File: src/rtl/systola_pkg.sv
// Shared types and constants for the systolic-array front-end blocks.
package systola_pkg;

    typedef enum logic [1:0] {
        LOAD  = 2'd0,
        WAIT  = 2'd1,
        DRAIN = 2'd2
    } feeder_state_t;

    localparam int DW_DEFAULT = 8;

endpackage

File: src/rtl/inbuf_feeder_if.sv
// Upstream element stream into the input-buffer feeder (valid/ready with tile framing).
interface inbuf_feeder_if #(
    parameter int DW = systola_pkg::DW_DEFAULT
) ();
    logic          s_valid;
    logic          s_ready;
    logic [DW-1:0] s_data;
    logic          s_last;

    modport master (output s_valid, s_data, s_last, input s_ready);
    modport slave  (input s_valid, s_data, s_last, output s_ready);
endinterface

File: src/rtl/feeder_rr_lane.sv
// Round-robin lane/column position within a tile: one-hot lane select and final-beat flag.
module feeder_rr_lane #(
    parameter int LANES = 4,
    parameter int DEPTH = 8
) (
    input  logic             clk,
    input  logic             rst,
    input  logic             adv,
    output logic [LANES-1:0] lane_sel,
    output logic             final_beat
);
    localparam int LW = (LANES > 1) ? $clog2(LANES) : 1;
    localparam int CW = (DEPTH > 1) ? $clog2(DEPTH) : 1;

    logic [LW-1:0] lane;
    logic [CW-1:0] col;
    logic          last_lane;
    logic          last_col;

    // Explicit compares so non-power-of-two LANES/DEPTH wrap correctly.
    assign last_lane  = (lane == LW'(LANES - 1));
    assign last_col   = (col == CW'(DEPTH - 1));
    assign final_beat = last_lane && last_col;
    assign lane_sel   = LANES'(1) << lane;

    // NOTE: registered state uses non-blocking assignments so every flop samples pre-edge values.
    always_ff @(posedge clk or posedge rst) begin
        if (rst) begin
            lane <= '0;
            col  <= '0;
        end else if (adv) begin
            if (last_lane) begin
                lane <= '0;
                col  <= last_col ? '0 : col + 1'b1;
            end else begin
                lane <= lane + 1'b1;
            end
        end
    end

endmodule

File: src/rtl/inbuf_feeder.sv
// Loads one tile round-robin into the per-row input buffers, then drains them in lockstep.
// Define FEEDER_LAST_CHECK_EN to check s_last framing; otherwise err_last is tied low.
module inbuf_feeder
    import systola_pkg::*;
#(
    parameter int LANES  = 4,
    parameter int DEPTH  = 8,
    parameter int MAXPAD = 7,
    parameter int DW     = DW_DEFAULT
) (
    input  logic             clk,
    input  logic             rst,
    inbuf_feeder_if.slave    s,
    output logic [LANES-1:0] buf_write,
    output logic [DW-1:0]    buf_din,
    output logic             buf_read,
    input  logic [LANES-1:0] buf_empty,
    input  logic             array_ready,
    output logic             tile_done,
    output logic             err_last,
    output logic             err_drain
);
    localparam int DRAIN_LEN = DEPTH + MAXPAD;
    localparam int DCW       = $clog2(DRAIN_LEN + 1);

    feeder_state_t    state;
    logic [DCW-1:0]   drain_cnt;
    logic [LANES-1:0] lane_sel;
    logic             final_beat;
    logic             accept;
    logic             drain_end;

    // Handshake and read strobe depend only on state/array_ready, never on s_valid.
    assign s.s_ready = (state == LOAD) && !rst;
    assign buf_read  = (state == DRAIN) && array_ready;
    assign accept    = s.s_valid && s.s_ready;
    assign drain_end = buf_read && (drain_cnt == DCW'(DRAIN_LEN - 1));

    feeder_rr_lane #(
        .LANES (LANES),
        .DEPTH (DEPTH)
    ) u_rr_lane (
        .clk        (clk),
        .rst        (rst),
        .adv        (accept),
        .lane_sel   (lane_sel),
        .final_beat (final_beat)
    );

    always_ff @(posedge clk or posedge rst) begin
        if (rst) begin
            state     <= LOAD;
            drain_cnt <= '0;
            buf_write <= '0;
            buf_din   <= '0;
            tile_done <= 1'b0;
            err_drain <= 1'b0;
        end else begin
            buf_write <= accept ? lane_sel : '0;
            if (accept) buf_din <= s.s_data;
            tile_done <= drain_end;
            // Every lane must be empty once the drain has completed.
            if (tile_done && !(&buf_empty)) err_drain <= 1'b1;

            case (state)
                LOAD: if (accept && final_beat) state <= WAIT;
                WAIT: if (array_ready) state <= DRAIN;
                DRAIN: begin
                    if (drain_end) begin
                        drain_cnt <= '0;
                        state     <= LOAD;
                    end else if (buf_read) begin
                        drain_cnt <= drain_cnt + 1'b1;
                    end
                end
                default: state <= LOAD;
            endcase
        end
    end

`ifdef FEEDER_LAST_CHECK_EN
    always_ff @(posedge clk or posedge rst) begin
        if (rst) begin
            err_last <= 1'b0;
        end else if (accept && (s.s_last != final_beat)) begin
            err_last <= 1'b1;
        end
    end
`else
    assign err_last = 1'b0;
`endif

endmodule

File: src/flat_wrapper.sv
// flat-port wrapper written by rule: the top's interface ports become plain ports
module inbuf_feeder_flat import systola_pkg::*;
#(
    parameter int LANES  = 4,
    parameter int DEPTH  = 8,
    parameter int MAXPAD = 7,
    parameter int DW     = DW_DEFAULT
)
  (clk, rst, buf_write, buf_din, buf_read, buf_empty, array_ready, tile_done, err_last, err_drain, s_s_valid, s_s_data, s_s_last, s_s_ready);
  inbuf_feeder_if #(.DW(DW)) s_i ();
  input  logic clk;
  input  logic rst;
  output logic [LANES-1:0] buf_write;
  output logic [DW-1:0] buf_din;
  output logic buf_read;
  input  logic [LANES-1:0] buf_empty;
  input  logic array_ready;
  output logic tile_done;
  output logic err_last;
  output logic err_drain;
  input wire logic [$bits(s_i.s_valid)-1:0] s_s_valid;
  input wire logic [$bits(s_i.s_data)-1:0] s_s_data;
  input wire logic [$bits(s_i.s_last)-1:0] s_s_last;
  output wire logic [$bits(s_i.s_ready)-1:0] s_s_ready;
  assign s_i.s_valid = s_s_valid;
  assign s_i.s_data = s_s_data;
  assign s_i.s_last = s_s_last;
  assign s_s_ready = s_i.s_ready;
  inbuf_feeder #(.LANES(LANES), .DEPTH(DEPTH), .MAXPAD(MAXPAD), .DW(DW)) u_core (.clk(clk), .rst(rst), .s(s_i), .buf_write(buf_write), .buf_din(buf_din), .buf_read(buf_read), .buf_empty(buf_empty), .array_ready(array_ready), .tile_done(tile_done), .err_last(err_last), .err_drain(err_drain));
endmodule
File: config.mk
export PLATFORM = sky130hd
export DESIGN_NAME = inbuf_feeder_flat
export DESIGN_NICKNAME = d
export VERILOG_FILES = /design/src/rtl/systola_pkg.sv /design/src/rtl/inbuf_feeder_if.sv /design/src/rtl/feeder_rr_lane.sv /design/src/rtl/inbuf_feeder.sv /design/src/flat_wrapper.sv
export SDC_FILE = /design/constraint.sdc
export NUM_CORES = 1
export LEC_CHECK = 0
export CAP_MARGIN = 20
export CORE_MARGIN = 10
export CORE_UTILIZATION = 45
export DETAILED_ROUTE_END_ITERATION = 16
export PLACE_DENSITY = 0.77
export REMOVE_ABC_BUFFERS = 1
export SYNTH_ARGS = -nofsm -noshare
export SYNTH_HDL_FRONTEND = slang
export SYNTH_SLANG_ARGS = --single-unit
File: constraint.sdc
create_clock -name clk -period 2.2 [get_ports clk]
set_input_delay 0.33 -clock clk [delete_from_list [all_inputs] [get_ports clk]]
set_output_delay 0.33 -clock clk [all_outputs]
set_load 0.02 [all_outputs]
# == After elaboration in Yosys (flattened, before gate mapping) ==
# Index checks and enable logic that the tools add are counted.
# word_totals
regBits,25
in_bits,17
out_inout_bits,17
wordCells,44
# classes
addsub,3
n_eq_ne,8
shifts,1
mux,9
n_reduce_logical,15
# op_table
op,n
$mux 4,3
$mux 2,4
$logic_and 1x1->1,7
$pmux 2 s3,1
$add 4x1->4 const B,1
$eq 2x2->1 const B,2
$eq 4x4->1 const B,1
$ne 2x2->1 const B,2
$reduce_and 2->1,2
$reduce_and 4->1,1
$shl 1x2->4 const A,1
$add 3x1->3 const B,1
$eq 3x3->1 const B,1
$mux 3,1
$reduce_and 3->1,1
$add 2x1->2 const B,1
$eq 2x1->1 const B,1
$logic_not 1->1,2
$logic_not 2->1,1
$ne 2x1->1 const B,1
$reduce_bool 2->1,1

# == Longest topological paths before layout ==
# logic_depth
depth_word,6
mapped_depth,5
depth_no_buf,5

# == Hierarchy ==
# Synthesis repeated with hierarchy kept, for this count alone.
# unflattened
hier_cells,92
hier_area_um2,1172.4
# by_module_without_submodules
module,instances,cells_each,area_each_um2,seq_area_each_um2
inbuf_feeder,1,66,872.1,500.5
feeder_rr_lane,1,26,300.3,125.1

# == Worst setup path before layout ==
# Ideal clock, no wire load.
# synth_path
path_type,reg2reg
from,reg u_core.state[0]
to,reg u_core.buf_din[0]
arrival_ps,1463
t_required_ps,2075
setup_slack_ps,612
path_stages_with_launch,4
cell_sequence,dfrtp_1 > nor4b_4 > buf_6 > mux2_2
# synth_between
elab_chain_len,3
# synth_lines
item,line_no,source
from (decl),inbuf_feeder.sv:26,feeder_state_t state;
from (signal assigned),inbuf_feeder.sv:52,state <= LOAD;
from (signal assigned),inbuf_feeder.sv:66,LOAD: if (accept && final_beat) state <= WAIT;
from (signal assigned),inbuf_feeder.sv:67,WAIT: if (array_ready) state <= DRAIN;
$logic_not 2->1,inbuf_feeder.sv:34,assign s.s_ready = (state == LOAD) && !rst;
$logic_and 1x1->1,inbuf_feeder.sv:34,
$logic_and 1x1->1,inbuf_feeder.sv:36,assign accept = s.s_valid && s.s_ready;
to (signal assigned),inbuf_feeder.sv:60,if (accept) buf_din <= s.s_data;
to (decl),inbuf_feeder.sv:15,"output logic [DW-1:0] buf_din,"
# No other way between the ends.
# A chain may end at the register's enable or synchronous reset.

# == Worst setup path in the final report ==
# layout_path
from,reg u_core.state[0]
to,out buf_read
# layout_between
elab_chain_len,2
# layout_lines
item,line_no,source
$eq 2x2->1,inbuf_feeder.sv:35,assign buf_read = (state == DRAIN) && array_ready;
$logic_and 1x1->1,inbuf_feeder.sv:35,
to (decl),flat_wrapper.sv:15,output logic buf_read;
# No other way between the ends.

==> results by group <==
Power and ir drop
  – Power share of the sequential group: 49.3%
  – Clock share of power: 15.3%
  – Switching Fraction: 34.3%
  – Leakage: 0.000716 uW
  – P_int: 905 uW
  – PD cells: 916 mW/mm^2
  – Worst VDD drop: 0.540 mV
  – NetSw: 472 uW
  – Comb power frac: 35.4%

Clock network
  – # H-tree levels: 1
  – Skew-Pair Late Insertion Delay: 0.33 ns
  – CTS tree: yes
  – Root buf cell: clkbuf_4
  – Number of setup buffers added after CTS: 0
  – CTS sink count: 25
  – Clock transition at path regs: 0.14 ns
  – Clk buf depth: 2
  – Hold Buf Count CTS: 0
  – Post_cts resized: 0
  – Total CTS buffers: 3

Timing
  – Final worst slack: 0.164 ns
  – Setup violators final: 0
  – WHS: 0.416 ns
  – Clock Skew: 0.00712 ns
  – Final hold viol count: 0
  – Fmax: 0.491 GHz
  – Post-layout minimum cycle time: 2.04 ns
  – Fin Setup TNS: 0 ns
  – RSZ-0062 raised after global routing: false
  – Slew Limit Fails: 0
  – Period utilization: 92.6%

Floorplan
  – Die Span Y: 69.9 microns
  – Core area: 0.00243 sq mm
  – Die footprint: 0.00489 sq mm
  – Die width: 69.9 microns
  – Site Rows: 18
  – Top Ports: 34
  – Starting density of the core: 46.1%

Synth
  – Top post-synthesis cells by area: dfrtp_1 56%, ha_1 8.9%, mux2_2 8.0%
  – Area leader, netlist: dfrtp_1
  – YS warnings: 0
  – Syn_area_per_cell: 12.5 sq um
  – Syn Std Cell Area: 0.00112 sq mm
  – Post-synth top area share: 55.8%
  – Sequential-to-total area share from yosys stat: 55.8%
  – Mapped Cells: 90
  – Yosys reg bits: 25
  – Unique masters post-synth: 24

Detailed routing
  – Drt drc: 0
  – WL per Instance: 14.8 microns
  – Antenna Nets Post-Route: 0
  – Final WL: 2.30 mm
  – Pre-antenna DRT Iters: 4
  – Met2 WL: 1.15 mm
  – DR iter-0 viols: 47
  – Vias per cell: 4.95
  – Met1 WL: 945 microns
  – Via count: 772
  – Uppermost layer routed: met4
  – Met3 wire length: 152 microns

Placement
  – Hpwl dp: 1.84 mm
  – Cell Area, Placed: 0.00147 sq mm
  – GP Congestion: 0.659
  – Place WS: 0.211 ns
  – PortBufs: 31

Final layout
  – Fill cell count: 201
  – Synth-to-layout area growth: 34.0%
  – Antenna diodes: 0
  – Cell area after layout: 0.00150 sq mm
  – Area occupied by multi-input gates: 447 sq um
  – Final core occ: 61.8%
  – Share of layout cells above drive strength 1: 15.9%
  – Storage element area: 626 sq um
  – Final net count: 152

Worst setup path
  – Reg2reg path depth: 4
  – Worst-path maximum fanout: 5
  – Crit path launch type: flop
  – CP endpoint kind: output port
  – R2r endpoint: u_core.u_rr_lane.col[2]
  – CP required: 1.87 ns
  – Critical path class: reg -> out
  – Internal reg-to-reg setup slack: 0.67 ns
  – Worst path arrival time: 1.71 ns
  – Reg2Reg Launch Point: u_core.state[0]

Worst hold path
  – Hold WC Path Type: in -> async

GRT
  – Largest net degree at the start of global routing: 18
  – Grt ovf: 0
  – Total GRT Usage: 9.78%
  – First-pass GRT wire length: 3.99 mm
  – Vias in the first global route: 836
  – Antenna violations before repair: 0

Run status
  – Outcome: finished, final reports clean

Run
  – Maxcap violations: 0
-- cell usage in the layout (no fill, tap or decap), types with 2 or more instances in the layout --
| cell type | n |
|---|---|
| nor2_1 | 3 |
| mux2_4 | 3 |
| o21ai_0 | 8 |
| and2_1 | 3 |
| ha_1 | 8 |
| clkdlybuf4s50_1 | 31 |
| dfrtp_1 | 25 |
| clkbuf_4 | 3 |
| inv_1 | 8 |
| mux2_2 | 8 |
| nand2_1 | 7 |
| a21oi_1 | 2 |
| nand3_1 | 2 |
| buf_4 | 3 |
-- flip-flops by register name (all words and copies together) (netlist names) --
| signal | flops |
|---|---|
| u_core.buf_din | 8 |
| u_core.buf_write | 4 |
| u_core.drain_cnt | 4 |
| u_core.err_drain | 1 |
| u_core.state | 2 |
| u_core.tile_done | 1 |
| u_core.u_rr_lane.col | 3 |
| u_core.u_rr_lane.lane | 2 |
-- power by group through the flow --
| stage | sequential (uW) | clock [uW] | combinational [uW] |
|---|---|---|---|
| final | 679 | 211 | 487 |
| after floorplan | 721 | 0 | 247 |
| after CTS | 679 | 226 | 497 |
| after global placement | 675 | 0 | 463 |
| after detailed placement | 688 | 0 | 494 |
| after global routing | 699 | 236 | 544 |
-- cells by family (layout without fill, tap and decap cells) --
logic type,count (synthesis),in the layout,share of synthesized area (%)
flops,25,25,55.8
simple gates,21,21,11.4
buf+inv,10,46,4.35
fa+ha+maj,8,8,8.93
other cells,1,1,0.335
mux,11,11,12.1
compound gates,14,14,7.14
-- layout make-up --
type                    instances  share of cell area (%)
flip-flops and latches         25                    41.6
multi-input cells              55                    29.7
repair buffers                 34                    22.1
well taps                      30                    2.50
inverters                       8                    2.00
clock buffers                   3                    1.50
clock inverters                 1                   0.500
-- through the flow --
step,instances,power (uW)
floorplan,88,968
global placement,152,1140
detailed placement,152,1180
CTS,156,1400
global route,156,1480
finish,156,1380
-- worst max-delay path, stage by stage (launching register included) --
cell and delay, ns:
dfrtp_1 0.46, nand3b_1 0.20, inv_1 0.11, clkdlybuf4s50_1 0.61
-- worst max path at each step --
stage | startpoint | end | slack [ns] | depth (start not counted)
after detailed placement | array_ready | buf_read | 0.21 | 4
after global placement | array_ready | buf_read | 0.21 | 4
after CTS | u_core.state[0] | buf_read | 0.14 | 3
after global routing | u_core.state[0] | buf_read | 0.08 | 3
final | u_core.state[0] | buf_read | 0.16 | 3
after floorplan | u_core.state[0] | u_core.u_rr_lane.col[0] | 0.53 | 3
-- synth_stat cells --
library cell,count
o22ai_1,1
nand3_1,2
inv_1,8
nor3_1,1
ha_1,8
buf_4,1
nand4_1,1
dfrtp_1,25
buf_6,1
nand3b_1,1
nor2_1,3
o31ai_1,1
a21oi_1,2
mux2_2,8
conb_1,1
o21ai_0,8
o41ai_1,1
and2_1,3
nor4b_4,1
a21o_1,1
nand2_1,7
mux2_4,3
nand2_4,1
or2b_1,1
-- metal layers --
layer  vias up  GRT usage, %
met2        27          16.8
met5         -             0
met1       369          10.4
met4         0          4.82
met3         6          3.25
li1        370             -
Note: power is estimated with default switching activity, not from simulation.
